<file path="config.mk">
export PLATFORM = sky130hd
export DESIGN_NAME = decode_stage_hz
export DESIGN_NICKNAME = d
export VERILOG_FILES = /design/src/rtl/decode_pkg.sv /design/src/rtl/decode_stage_hz_reg_file.sv /design/src/rtl/decode_stage_hz.sv
export SDC_FILE = /design/constraint.sdc
export NUM_CORES = 1
export LEC_CHECK = 0
export CELL_PAD_IN_SITES_DETAIL_PLACEMENT = 2
export CELL_PAD_IN_SITES_GLOBAL_PLACEMENT = 2
export CORE_MARGIN = 2
export CORE_UTILIZATION = 37
export CTS_CLUSTER_SIZE = 25
export DETAILED_ROUTE_END_ITERATION = 6
export GPL_TIMING_DRIVEN = 0
export MAX_ROUTING_LAYER = met4
export PLACE_DENSITY_LB_ADDON = 0.1
export SLEW_MARGIN = 25
export SYNTH_ARGS = -nofsm -noshare
export SYNTH_HDL_FRONTEND = slang
export SYNTH_SLANG_ARGS = --single-unit
</file>
<file path="constraint.sdc">
create_clock -name clk -period 19.6 [get_ports clk]
set_clock_uncertainty 0.1 [all_clocks]
set_input_delay 3.92 -clock clk [delete_from_list [all_inputs] [get_ports clk]]
set_output_delay 3.92 -clock clk [all_outputs]
set_load 0.005 [all_outputs]
</file>
<file path="src/rtl/decode_pkg.sv">
// ============================================================================
// Module   : decode_pkg
// Purpose  : Shared types, opcodes and field positions for the decode stage.
// Revision : 1.0  initial release
// ============================================================================
`default_nettype none

package decode_pkg;

    // Widths baked into the ID/EX record; the stage's defaults match these.
    localparam int ID_DATA_W = 24;
    localparam int ID_RW     = 4;

    typedef enum logic [1:0] {
        ARITH_R = 2'b00,
        ARITH_I = 2'b01,
        MEM     = 2'b10,
        BRANCH  = 2'b11
    } inst_type_e;

    localparam logic [3:0] OP_LD = 4'b0000;
    localparam logic [3:0] OP_ST = 4'b0001;

    localparam int TYPE_LO = 30;
    localparam int OP_LO   = 26;
    localparam int RD_LO   = 22;
    localparam int RA_LO   = 18;
    localparam int RB_LO   = 14;

    typedef struct packed {
        logic                 valid;
        inst_type_e           itype;
        logic [3:0]           op;
        logic [ID_RW-1:0]     rd;
        logic [ID_RW-1:0]     ra;
        logic [ID_RW-1:0]     rb;
        logic [ID_DATA_W-1:0] rd_val;
        logic [ID_DATA_W-1:0] ra_val;
        logic [ID_DATA_W-1:0] rb_val;
        logic [ID_DATA_W-1:0] imm;
        logic [ID_DATA_W-1:0] pc;
        logic                 reg_we;
        logic                 mem_rd;
        logic                 mem_wr;
        logic                 branch;
    } id_ex_t;

endpackage

`default_nettype wire

</file>
<file path="src/rtl/decode_stage_hz_reg_file.sv">
// ============================================================================
// Module   : reg_file
// Purpose  : 3-read / 1-write register file with same-cycle write bypass.
// Revision : 1.0  initial release
// ============================================================================
`default_nettype none

module reg_file #(
    parameter  int DATA_W = 24,
    parameter  int NREG   = 16,
    localparam int RW     = $clog2(NREG)
) (
    input  logic              clk,
    input  logic              rst,
    input  logic              we,
    input  logic [RW-1:0]     wr_idx,
    input  logic [DATA_W-1:0] wr_data,
    input  logic [RW-1:0]     rd_idx_a,
    input  logic [RW-1:0]     rd_idx_b,
    input  logic [RW-1:0]     rd_idx_c,
    output logic [DATA_W-1:0] rd_data_a,
    output logic [DATA_W-1:0] rd_data_b,
    output logic [DATA_W-1:0] rd_data_c
);

    logic [DATA_W-1:0] r_mem [NREG];

    always_ff @(posedge clk or posedge rst) begin
        if (rst) begin
            for (int i = 0; i < NREG; i++) begin
                r_mem[i] <= '0;
            end
        end else if (we) begin
            r_mem[wr_idx] <= wr_data;
        end
    end

    // A write in the same cycle is visible to readers immediately.
    assign rd_data_a = (we && (wr_idx == rd_idx_a)) ? wr_data : r_mem[rd_idx_a];
    assign rd_data_b = (we && (wr_idx == rd_idx_b)) ? wr_data : r_mem[rd_idx_b];
    assign rd_data_c = (we && (wr_idx == rd_idx_c)) ? wr_data : r_mem[rd_idx_c];

endmodule

`default_nettype wire

</file>
<file path="src/rtl/decode_stage_hz.sv">
// ============================================================================
// Module   : decode_stage_hz
// Purpose  : Decode stage with register file, load-use stall and ID/EX register.
// Revision : 1.0  initial release
// ============================================================================
`default_nettype none

module decode_stage_hz
    import decode_pkg::*;
#(
    parameter  int DATA_W = 24,
    parameter  int INST_W = 32,
    parameter  int NREG   = 16,
    parameter  int IMM_W  = 18,
    parameter  int CNT_W  = 16,
    localparam int RW     = $clog2(NREG)
) (
    input  logic              clk,
    input  logic              rst,
    input  logic              en,
    input  logic              flush,
    input  logic [INST_W-1:0] inst,
    input  logic [DATA_W-1:0] pc,
    input  logic              WE,
    input  logic [RW-1:0]     Rd,
    input  logic [DATA_W-1:0] WD,
    output logic              stall,
    output logic              ex_valid,
    output logic [1:0]        ex_type,
    output logic [3:0]        ex_op,
    output logic [RW-1:0]     ex_rd,
    output logic [RW-1:0]     ex_ra,
    output logic [RW-1:0]     ex_rb,
    output logic [DATA_W-1:0] ex_rd_val,
    output logic [DATA_W-1:0] ex_ra_val,
    output logic [DATA_W-1:0] ex_rb_val,
    output logic [DATA_W-1:0] ex_imm,
    output logic [DATA_W-1:0] ex_pc,
    output logic              ex_reg_we,
    output logic              ex_mem_rd,
    output logic              ex_mem_wr,
    output logic              ex_branch,
    output logic [CNT_W-1:0]  stall_cnt
);

    localparam logic [CNT_W-1:0] C_CNT_ONE = {{(CNT_W-1){1'b0}}, 1'b1};

    inst_type_e        w_type;
    logic [3:0]        w_op;
    logic [RW-1:0]     w_rd;
    logic [RW-1:0]     w_ra;
    logic [RW-1:0]     w_rb;
    logic [DATA_W-1:0] w_rd_val;
    logic [DATA_W-1:0] w_ra_val;
    logic [DATA_W-1:0] w_rb_val;
    logic [DATA_W-1:0] w_imm;
    logic              w_nop;
    logic              w_is_ld;
    logic              w_is_st;
    logic              w_dec_valid;
    logic              w_uses_regs;
    logic              w_hz;
    id_ex_t            w_dec;
    id_ex_t            r_ex;
    logic [CNT_W-1:0]  r_stall_cnt;

    assign w_type = inst_type_e'(inst[TYPE_LO +: 2]);
    assign w_op   = inst[OP_LO +: 4];
    assign w_rd   = inst[RD_LO +: RW];
    assign w_ra   = inst[RA_LO +: RW];
    assign w_rb   = inst[RB_LO +: RW];

    reg_file #(
        .DATA_W (DATA_W),
        .NREG   (NREG)
    ) u_reg_file (
        .clk       (clk),
        .rst       (rst),
        .we        (WE),
        .wr_idx    (Rd),
        .wr_data   (WD),
        .rd_idx_a  (w_ra),
        .rd_idx_b  (w_rb),
        .rd_idx_c  (w_rd),
        .rd_data_a (w_ra_val),
        .rd_data_b (w_rb_val),
        .rd_data_c (w_rd_val)
    );

    // Branch offsets are signed; every other immediate is unsigned.
    assign w_imm = (w_type == BRANCH)
                 ? {{(DATA_W-IMM_W){inst[IMM_W-1]}}, inst[IMM_W-1:0]}
                 : {{(DATA_W-IMM_W){1'b0}},          inst[IMM_W-1:0]};

    always_comb begin
        w_nop       = (inst == '0);
        w_is_ld     = (w_type == MEM) && (w_op == OP_LD);
        w_is_st     = (w_type == MEM) && (w_op == OP_ST);
        w_dec_valid = !w_nop && ((w_type != MEM) || w_is_ld || w_is_st);
        w_uses_regs = !w_nop && (w_type != BRANCH);
        w_hz        = r_ex.valid && r_ex.mem_rd && w_uses_regs &&
                      ((r_ex.rd == w_ra) || (r_ex.rd == w_rb) ||
                       (w_is_st && (r_ex.rd == w_rd)));
        stall       = w_hz && !flush;
    end

    always_comb begin
        w_dec = '0;
        if (w_dec_valid) begin
            w_dec.valid  = 1'b1;
            w_dec.itype  = w_type;
            w_dec.op     = w_op;
            w_dec.rd     = w_rd;
            w_dec.ra     = w_ra;
            w_dec.rb     = w_rb;
            w_dec.rd_val = w_rd_val;
            w_dec.ra_val = w_ra_val;
            w_dec.rb_val = w_rb_val;
            w_dec.imm    = w_imm;
            w_dec.pc     = pc;
            w_dec.reg_we = (w_type == ARITH_R) || (w_type == ARITH_I) || w_is_ld;
            w_dec.mem_rd = w_is_ld;
            w_dec.mem_wr = w_is_st;
            w_dec.branch = (w_type == BRANCH);
        end
    end

    always_ff @(posedge clk or posedge rst) begin
        if (rst) begin
            r_ex        <= '0;
            r_stall_cnt <= '0;
        end else if (en) begin
            if (flush || stall) begin
                r_ex <= '0;
            end else begin
                r_ex <= w_dec;
            end
            if (stall && (r_stall_cnt != '1)) begin
                r_stall_cnt <= r_stall_cnt + C_CNT_ONE;
            end
        end
    end

    assign ex_valid  = r_ex.valid;
    assign ex_type   = r_ex.itype;
    assign ex_op     = r_ex.op;
    assign ex_rd     = r_ex.rd;
    assign ex_ra     = r_ex.ra;
    assign ex_rb     = r_ex.rb;
    assign ex_rd_val = r_ex.rd_val;
    assign ex_ra_val = r_ex.ra_val;
    assign ex_rb_val = r_ex.rb_val;
    assign ex_imm    = r_ex.imm;
    assign ex_pc     = r_ex.pc;
    assign ex_reg_we = r_ex.reg_we;
    assign ex_mem_rd = r_ex.mem_rd;
    assign ex_mem_wr = r_ex.mem_wr;
    assign ex_branch = r_ex.branch;
    assign stall_cnt = r_stall_cnt;

endmodule

`default_nettype wire

</file>
# Yosys cells after proc, flatten, opt, wreduce, memory -nomap -nowiden
# Cells that the tools add are included.
# W data, S select, Z words.
dict set report word_totals {
  regBits 543
  input_bits 89
  out_inout_bits 160
  word_cells 100
}
dict set report op_classes {
  n_addsub 1
  magnitude_cmp 5
  eq_ne 13
  mux 18
  n_bitwise 4
  reduce_logical 27
}
# op count
set ops {}
lappend ops {{$bwmux W384} 1}
lappend ops {{$bmux W24 S4} 3}
lappend ops {{$mux W143} 2}
lappend ops {{$mux W24} 11}
lappend ops {{$demux W24 S4} 1}
lappend ops {{$logic_not A32 Y1} 1}
lappend ops {{$eq A4 B4 Y1} 6}
lappend ops {{$ge A5 B5 Y1 const B} 4}
lappend ops {{$not A4 Y5} 4}
lappend ops {{$add A16 B1 Y16 const B} 1}
lappend ops {{$ne A16 B16 Y1 const B} 1}
lappend ops {{$logic_and A1 B1 Y1} 14}
lappend ops {{$logic_or A1 B1 Y1} 7}
lappend ops {{$lt A5 B1 Y1 const B} 1}
lappend ops {{$eq A2 B2 Y1 const B} 2}
lappend ops {{$eq A4 B1 Y1 const B} 1}
lappend ops {{$logic_not A4 Y1} 1}
lappend ops {{$ne A2 B2 Y1 const B} 2}
lappend ops {{$eq A2 B1 Y1 const B} 1}
lappend ops {{$logic_not A1 Y1} 2}
lappend ops {{$logic_not A2 Y1} 1}
lappend ops {{$reduce_and A2 Y1} 1}

# Depth between registers and ports, before layout
dict set report logic_depth {
  ltp_word 8
  ltp_mapped 9
  mapped_depth_nobuf 6
}

# By module
# Synthesis repeated with hierarchy kept, for this count alone.
dict set report unflattened {
  hier_cells 1990
  hier_area_um2 30449.2
}
# mod instances cells_each area_per_inst_um2 seq_area_each_um2
set modules_own_cells {}
lappend modules_own_cells {reg_file 1 1576 24676.2 9609.2}
lappend modules_own_cells {decode_stage_hz 1 414 5773.0 3753.6}

# Worst setup path after synthesis
# OpenSTA, ideal clock, no wires.
dict set report synth_timing {
  kind {input-to-output}
  start {input port inst[17]}
  end {output port stall}
  arrival_ps 4986
  required_time_ps 15580
  path_slack_ps 10594
  cell_stages 5
  path_buffers 1
  cell_sequence {buf_4 xor2_1 o41ai_4 o2111ai_4 nor2_1}
}
dict set report synth_via {
  elab_chain_len 6
  elab_cells_between_ends 9
  classes_between {eq/ne (1); reduce/logical (8)}
}
# element line_no
set synth_lines {}
lappend synth_lines {{start, declared} decode_stage_hz.sv:22} ;# input logic [INST_W-1:0] inst,
lappend synth_lines {{$logic_not A32 Y1} decode_stage_hz.sv:96} ;# w_nop = (inst == '0);
lappend synth_lines {{$logic_not A1 Y1} decode_stage_hz.sv:100} ;# w_uses_regs = !w_nop && (w_type != BRANCH);
lappend synth_lines {{$logic_and A1 B1 Y1} decode_stage_hz.sv:100}
lappend synth_lines {{$logic_and A1 B1 Y1} decode_stage_hz.sv:101} ;# w_hz = r_ex.valid && r_ex.mem_rd && w_uses_regs &&
lappend synth_lines {{$logic_and A1 B1 Y1 *} decode_stage_hz.sv:101}
lappend synth_lines {{$logic_and A1 B1 Y1 *} decode_stage_hz.sv:104} ;# stall = w_hz && !flush;
lappend synth_lines {{end, declared} decode_stage_hz.sv:27} ;# output logic stall,
# Every way passes the cells marked *; elsewhere a longest branch is shown, timed or not.

# Worst setup path in the final report
dict set report layout_timing {
  start {input port inst[15]}
  end {output port stall}
}
# Same word-level chain as after synthesis.

==> reports/qor.yml <==
synth:
  postSynthCellCount: 2313
  synth_top_area_share_pct: 44.16
  yosys.cell_count.top_type: "dfrtp_1"
  synth_cell_types: 43
  synth_flop_cell: "dfrtp_1"
  syn-cell-area_um2: 30260
  yosysTopAreaCell: "dfrtp_1"
  ys_async_sr_fraction_pct: 100.0
  yosys-top-cells-count: "dfrtp_1, mux2_2, nand2_1"
  syn-num-nets: 2403
  ys_warn_count: 0
  synth.yosys.seq_area_share_pct: 44.16
  synthTopCellsByArea: "dfrtp_1, mux4_2, mux2_2, nand2_1, o2bb2ai_1"
  syn_avg_cell_area_um2: 13.08
  ys_ff_latch: 534
  synth_edf_count: 0
setup_path:
  cp.arrival_ns: 6.14
  path_delay_family: "buffers and inverters"
  reg2reg_slack_ns: 16.97
  path_class: "input pin to output pin"
  cp_common_cell: "clkdlybuf4s50_1"
  cpPeakStageDelay_ns: 0.53
  crit_cells: 7
  endpoint_kind: "output pin"
  worstReg2RegStart: "ex_rd[1]"
  reg2reg_depth: 6
  slowest_stage: "clkdlybuf4s50_1"
  rr_endpoint: "ex_ra_val[15]"
  required_ns: 15.58
  crit_buf_inv: 3
  setup.worst_path.end: "stall"
  cp-start-kind: "input pin"
  cp_max_fo: 10
  worstPathCellList: "clkdlybuf4s50_1 > buf_6 > xor2_1 > o41ai_4 > o2111ai_4 > nor2_1 > clkdlybuf4s50_1"
  critical_path.startpoint: "inst[15]"
status:
  status: "finished clean"
timing:
  slew_violations: 0
  max_freq_mhz: 98.40
  finalCritPeriodShare_pct: 51.85
  grt_setup_unrepaired: "false"
  finalSetupViolations: 0
  hold_viol_final: 0
  worst_slack_ns: 9.437
  tns_ns: 0
  worst_slew_pin_slew_ns: 1.132
  hold_ws_ns: 0.3863
  slew_headroom_pct: 24.56
  min_period_ns: 10.16
hold_path:
  whs_path_depth: 1
  hp-class: "register to register"
clocking:
  cts_setup_buffers: 0
  cts-root-to-sink-buffers: 3
  cts_sinks: 534
  cts_tree: "done"
  clkSlewWorstSetupHoldPaths_ns: 0.06
  clock_latency_ns: 0.62
  numCtsBuffers: 68
  cts_resized: 0
  cts_root_buf: "clkbuf_16"
  cts_max_level: 3
  postCtsHoldBufs: 0
global_routing:
  grt_use_met1_pct: 41.99
  grt_usage_pct: 32.12
  gr-usage-met3_pct: 6.311
  gr-max-usage-layer: "met2"
  antenna_found_initial: 1
  grt_max_degree: 95
  grtUsageMet2_pct: 49.96
  overflow: 0
  grt_pass1_vias: 25920
  grt_pass1_wl_mm: 190.2
drt:
  route.vias.total: 23520
  drc: 0
  avgRoutedWirePerCell_um: 35.12
  antenna_left: 0
  firstDrtPassIters: 5
  drt_iter0_markers: 1921
  routed_wl_mm: 130.4
  viasPerCell: 6.334
floorplanning:
  num_rows: 104
  core-area_um2: 80810
  start_util_pct: 37.45
  die_area_um2: 84090
  die_w_um: 290.0
  io_pins: 249
  dieHeight_um: 290.0
power:
  ir_worst_vdd_mv: 0.06076
  p_per_area_nw_per_um2: 103.1
  power_leakage_nw: 14.82
  p_total_mw: 3.723
placement:
  dpl.hpwl_mm: 91.19
  post-place-ws_ns: 9.454
  port_buffers: 212
  dpl-instance-area_um2: 33890
  placedCellCount: 3591
  gp_congestion: 0.8927
cells_and_area:
  insertedDiodeCount: 0
  final_net_count: 2691
  finalInstanceArea_um2: 36120
  syn2layout_area_growth_pct: 19.37
  drive_gt1_share_pct: 35.32
  final_util_pct: 44.70
  final_cells: 3713
flow_run:
  drv_cap: 0
[sequential cells by signal (all words and copies together) (netlist names)]
register          count
ex_ra_val            24
ex_rb_val            24
ex_op                 4
ex_type               2
ex_branch             1
ex_imm               16
ex_pc                24
ex_mem_wr             1
ex_valid              1
ex_ra                 4
u_reg_file.r_mem    384
stall_cnt            16
ex_reg_we             1
ex_mem_rd             1
ex_rd_val            24
ex_rd                 4
ex_rb                 3
[cell type report]
type / instances / area [um2]
Inverter: 8 / 37.54
Clock inverter: 22 / 264.0
Clock buffer: 100 / 1964
Timing Repair Buffer: 218 / 2287
Buffer: 262 / 1237
Multi-Input combinational cell: 1509 / 15650
Sequential cell: 534 / 13360
Fill cell: 7942 / 44680
Tap cell: 1060 / 1326
[layer usage]
layer,vias up,routed length [um],part of all wire [%]
li1,9390,-,-
met1,12850,54570,42
met2,997,61550,47
met3,277,9326,7.2
met4,0,4940,3.8
met5,-,0,0
[power by group]
group | internal, mW | switching (mW)
logic | 0.518 | 0.397
registers | 1.32 | 0.207
clock network | 0.762 | 0.523
[cell usage in the layout (no fill, tap or decap), drive strengths merged, types with 9 or more instances in the layout]
cell	n
nand2	363
a21oi	69
nor3	9
inv	12
xor2	15
clkbuf	194
buf	174
o221ai	72
clkdlybuf4s50	212
mux2	385
dfrtp	534
xnor2	24
o2bb2ai	130
nand3	88
and3	13
clkinv	12
nor2	11
mux4	288
[cells by family after synthesis]
group | synth area share [%]
muxes | 35.76
DFF | 44.16
and+or+nand+nor | 7.426
AOI/OAI and AO/OA | 7.343
buffers and inverters | 4.147
xor gates and xnor gates | 1.129
adders and majority gates | 0.04134
[how the worst min path moves through the flow]
stage	from	end	slack, ns
global route	ex_ra_val[13]	ex_ra_val[13]	0.40
global placement	ex_pc[2]	ex_pc[2]	0.37
floorplan	ex_branch	ex_branch	0.38
CTS	ex_ra_val[13]	ex_ra_val[13]	0.39
detailed placement	ex_rb_val[19]	ex_rb_val[19]	0.37
finish	ex_ra[3]	ex_ra[3]	0.39
(Power assumes the default switching activity.)
==> RTL change 1 (config.mk and constraints unchanged) <==
Make the reset (`rst`) synchronous in 2 clocked blocks.
--- a/src/rtl/decode_stage_hz_reg_file.sv
+++ b/src/rtl/decode_stage_hz_reg_file.sv
@@ -25,7 +25,7 @@
 
     logic [DATA_W-1:0] r_mem [NREG];
 
-    always_ff @(posedge clk or posedge rst) begin
+    always_ff @(posedge clk) begin
         if (rst) begin
             for (int i = 0; i < NREG; i++) begin
                 r_mem[i] <= '0;
--- a/src/rtl/decode_stage_hz.sv
+++ b/src/rtl/decode_stage_hz.sv
@@ -125,7 +125,7 @@
         end
     end
 
-    always_ff @(posedge clk or posedge rst) begin
+    always_ff @(posedge clk) begin
         if (rst) begin
             r_ex        <= '0;
             r_stall_cnt <= '0;
Formal check against the unedited RTL: not equivalent (Yosys sat finds a counterexample within 4 cycles, from zero or initial values and one cycle with rst high; the reset may be asserted at any time).
==> RTL change 1 against the original RTL <==
Routed wire length decreased by 2.1%; cell area shrank 2.5%; final cell count decreased by 2.8%; worst setup slack improved by 0.050 ns; area after synthesis shrank 3.9%; sequential cell count unchanged; critical path type unchanged; largest cell class is now sequential cells; highest routed layer unchanged.
Power is not compared: it rests on default switching activity, and its combinational part moved more than twofold at a synthesized area within 25%.
==> RTL change 1: results (changes against the original RTL) <==
Status: finished clean
Met2 wire len: 62900 um (+2.2%)
Mux cell area share after synthesis: 22.3% (-13 points)
Asr flop ratio synth: 0% (-100 points)
Max incr delay on CP: 0.60 ns (+0.07 ns)
First-pass GRT wire length: 180000 um (-5.2%)
WL/cell: 35.3 um (+0.66%)
Adder-Cell Fraction of Synth Area: 0.0430% (+0.0017 points)
Seq/Total Area, Yosys: 50.0% (+5.8 points)
XOR/XNOR Fraction of Synth Area: 0.843% (-0.29 points)
Fillcell total: 7649 (-3.7%)
Post-Place Worst Slack: 9.51 ns (+0.0570 ns)
CTS Buf Count: 66 (-2.9%)
DP Area: 33100 um^2 (-2.4%)
GPL Wtd Cong: 0.903 (+1.1%)
Synth top cells by count: and2_1, edfxtp_1, mux4_2
GRT Util Overall: 32.3% (+0.14 points)
Non-Filler Instances: 3610 (-2.8%)
Placed wire-length estimate: 93900 um (+2.9%)
Largest net degree at the start of global routing: 25 (-74%)
Vias: 22700 (-3.5%)
Main synth FF type: edfxtp_1
Synth Net Count: 2309 (-3.9%)
NumNets Final: 2605 (-3.2%)
Met3 usage: 7.13% (+0.82 points)
Placed cells: 3486 (-2.9%)
Yosys cell types: 46 (+7.0%)
Length of routed wiring on met1: 48700 um (-11%)
Met2 Use GR: 53.4% (+3.4 points)
==> RTL change 1: where the power goes <==
group          internal (mW)  switching, mW
Clock                  0.710          0.504
Combinational          0.190          0.255
Sequential              1.27         0.0461
==> RTL change 1: path summary, 6_finish.rpt <==
| path | cells after the start | slack, ns | from | end |
|---|---|---|---|---|
| max | 8 | 9.49 | inst[31] | stall |
| min | 2 | 0.40 | stall_cnt[15] | stall_cnt[15] |
| max reg2reg | 11 | 16.81 | ex_rd[2] | ex_ra_val[10] |
| min reg2reg | 2 | 0.40 | stall_cnt[15] | stall_cnt[15] |
==> RTL change 1: area by class of cell <==
type                            instances  area, um^2  share of cell area, %
Antenna cell                            7        17.5                 0.0497
Buffer                                264        1120                   3.19
Clock buffer                           99        1980                   5.63
Clock inverter                         17         114                  0.323
Inverter                                5        18.8                 0.0533
Multi-Input combinational cell       1416       13600                   38.5
Sequential cell                       534       14500                   41.3
Tap cell                             1040        1300                   3.70
Timing Repair Buffer                  228        2560                   7.27
==> RTL change 2 (same settings) <==
Made on the original files. Register the output `stall_cnt` once more; this adds one clock of latency there. The other outputs are not delayed to match.
--- a/src/rtl/decode_stage_hz.sv
+++ b/src/rtl/decode_stage_hz.sv
@@ -156,7 +156,9 @@
     assign ex_mem_rd = r_ex.mem_rd;
     assign ex_mem_wr = r_ex.mem_wr;
     assign ex_branch = r_ex.branch;
-    assign stall_cnt = r_stall_cnt;
+    always_ff @(posedge clk) begin
+        stall_cnt <= r_stall_cnt;
+    end
 
 endmodule
 
Formal check against the unedited RTL: not equivalent (Yosys sat finds a counterexample within 4 cycles, from zero or initial values and one cycle with rst high).
==> RTL change 2 against the original RTL <==
Die area increased by 1.0%; count of clock-buffer cells in the layout decreased by 7; critical path type unchanged; cell area increased by 1.5%; global-route usage decreased by 0.19 points; sequential cell count increased by 16; worst setup slack got worse by 0.42 ns; area after synthesis increased by 1.1%; routed wire length increased by 0.24%; sequential share of layout area increased by 0.32 points; fmax decreased by 4.0%; total power increased by 3.4%; first-iteration DRC count decreased by 2.0%.
==> RTL change 2: results (changes against the original RTL) <==
Status: finished clean
Placed wire-length estimate: 91800 um (+0.67%)
Vias/cell: 6.26 (-1.1%)
Resized cells post-CTS: 0 (unchanged)
Port bufs: 212 (unchanged)
Met2 Use GR: 49.6% (-0.34 points)
Yosys cell types: 43 (unchanged)
Met3 usage: 5.88% (-0.43 points)
Synth Net Count: 2422 (+0.79%)
Worst-path clk slew: 0.06 ns (about the same)
Clock tree buffer depth: 3 (unchanged)
Worst Path Max Fanout: 10 (unchanged)
Share of layout cells above drive strength 1: 35.8% (+0.51 points)
Slew HR: 20.5% (-4.1 points)
Synth top cells by count: dfrtp_1, mux2_2, nand2_1
Vias in the first global route: 25900 (-0.023%)
GPL Wtd Cong: 0.888 (-0.48%)
Root Buffer: clkbuf_16
Worst vdd ir: 0.0570 mV (-6.1%)
Synth warnings: 0 (unchanged)
H-Tree Depth: 3 (unchanged)
Met1 Track Usage GR: 41.4% (-0.56 points)
Antenna violations before repair: 5 (+4)
Biggest register: u_reg_file.r_mem
Global route overflow: 0 (unchanged)
Skew-Pair Late Insertion Delay: 0.63 ns
Final Hold Fails: 0 (unchanged)
Lkg Pwr: 15.1 nW (+1.5%)
Seq/Total Area, Yosys: 44.7% (+0.58 points)
Router iterations before antenna repair: 5 (unchanged)
Worst Hold Class: flop to flop
Arr. time, crit path: 6.56 ns (+0.42 ns)
GRT Util Overall: 31.9% (-0.19 points)
CTS Buf Count: 70 (+2.9%)
NumNets Final: 2713 (+0.82%)
Largest net degree at the start of global routing: 93 (-2.1%)
DP Area: 34200 um^2 (+1.0%)
First-pass GRT wire length: 190000 um (-0.13%)
WL/cell: 34.9 um (-0.75%)
1st-iter DRT viols: 1883 (-2.0%)
Asr flop ratio synth: 97.1% (-2.9 points)
Largest cells by area after synthesis: dfrtp_1, mux4_2, mux2_2
Largest register FFs: 384 (unchanged)
Setup Fix Bufs, Post-CTS: 0 (unchanged)
[RTL change 2: cell count changes after synthesis, sizes merged, moves of 2 or more]
cell	change
dfxtp	+16
nand2	+3
clkbuf	+4
nand3	+2
buf	-3
and4	-2
[RTL change 2: critical path, cell delays in order]
cell             delay, ns
clkdlybuf4s50_1       0.67
nor2b_2               0.31
and3_1                0.24
and4_1                0.24
o2111a_2              0.34
buf_6                 0.18
and2_1                0.13
clkdlybuf4s50_1       0.52
[RTL change 2: metrics by stage]
step	power [mW]	hold WS, ns	util [%]	cells	setup slack (ns)
finish	3.85	0.319	44.7	3750	9.02
global route	4.01	0.338	44.7	3750	8.92
global placement	2.41	0.302	41.5	3614	-6.74
floorplan	2.13	0.279	-	2332	0.656
detailed placement	2.47	0.311	41.8	3621	9.03
CTS	3.86	0.325	44.7	3747	9.01
[RTL change 2: cell families (layout without fill, tap and decap cells)]
family | count (synthesis) | in the layout | synth area share (%)
muxes | 673 | 673 | 35.4
DFF | 550 | 550 | 44.7
and+or+nand+nor | 518 | 518 | 7.29
AOI/OAI and AO/OA | 281 | 281 | 7.25
buffers and inverters | 270 | 615 | 4.17
xor gates and xnor gates | 39 | 39 | 1.12
adders and majority gates | 1 | 1 | 0.0409
other | 0 | 3 | 0
[RTL change 2: final cells by class]
class | count | area (um^2)
Tap cell | 1070 | 1340
Clock inverter | 33 | 410
Multi-Input combinational cell | 1512 | 15600
Timing Repair Buffer | 219 | 2300
Clock buffer | 93 | 2020
Sequential cell | 550 | 13700
Inverter | 7 | 33.8
Fill cell | 8006 | 45300
Antenna cell | 3 | 7.51
Buffer | 263 | 1260
[RTL change 2: worst paths after layout]
kind / cells past startpoint / slack [ns] / start / to
worst min register to register: 0 / 0.32 / r_stall_cnt[10] / stall_cnt[10]
worst min-delay path: 0 / 0.32 / r_stall_cnt[10] / stall_cnt[10]
max in group asynchronous: 4 / 14.42 / rst / ex_rd_val[14]
min in group asynchronous: 2 / 3.64 / rst / u_reg_file.r_mem[25]
worst max-delay path: 8 / 9.02 / inst[31] / stall
worst max register to register: 6 / 16.85 / ex_rd[1] / ex_rd_val[16]
[RTL change 2: routing by layer]
layer,up-vias,wire length (um)
li1,9456,-
met1,12800,55300
met2,979,61500
met3,288,8430
met4,0,5490
met5,-,0
[RTL change 2: power by group]
group | internal [mW] | switching, mW
registers | 1.35 | 0.209
logic | 0.518 | 0.395
clock network | 0.820 | 0.558
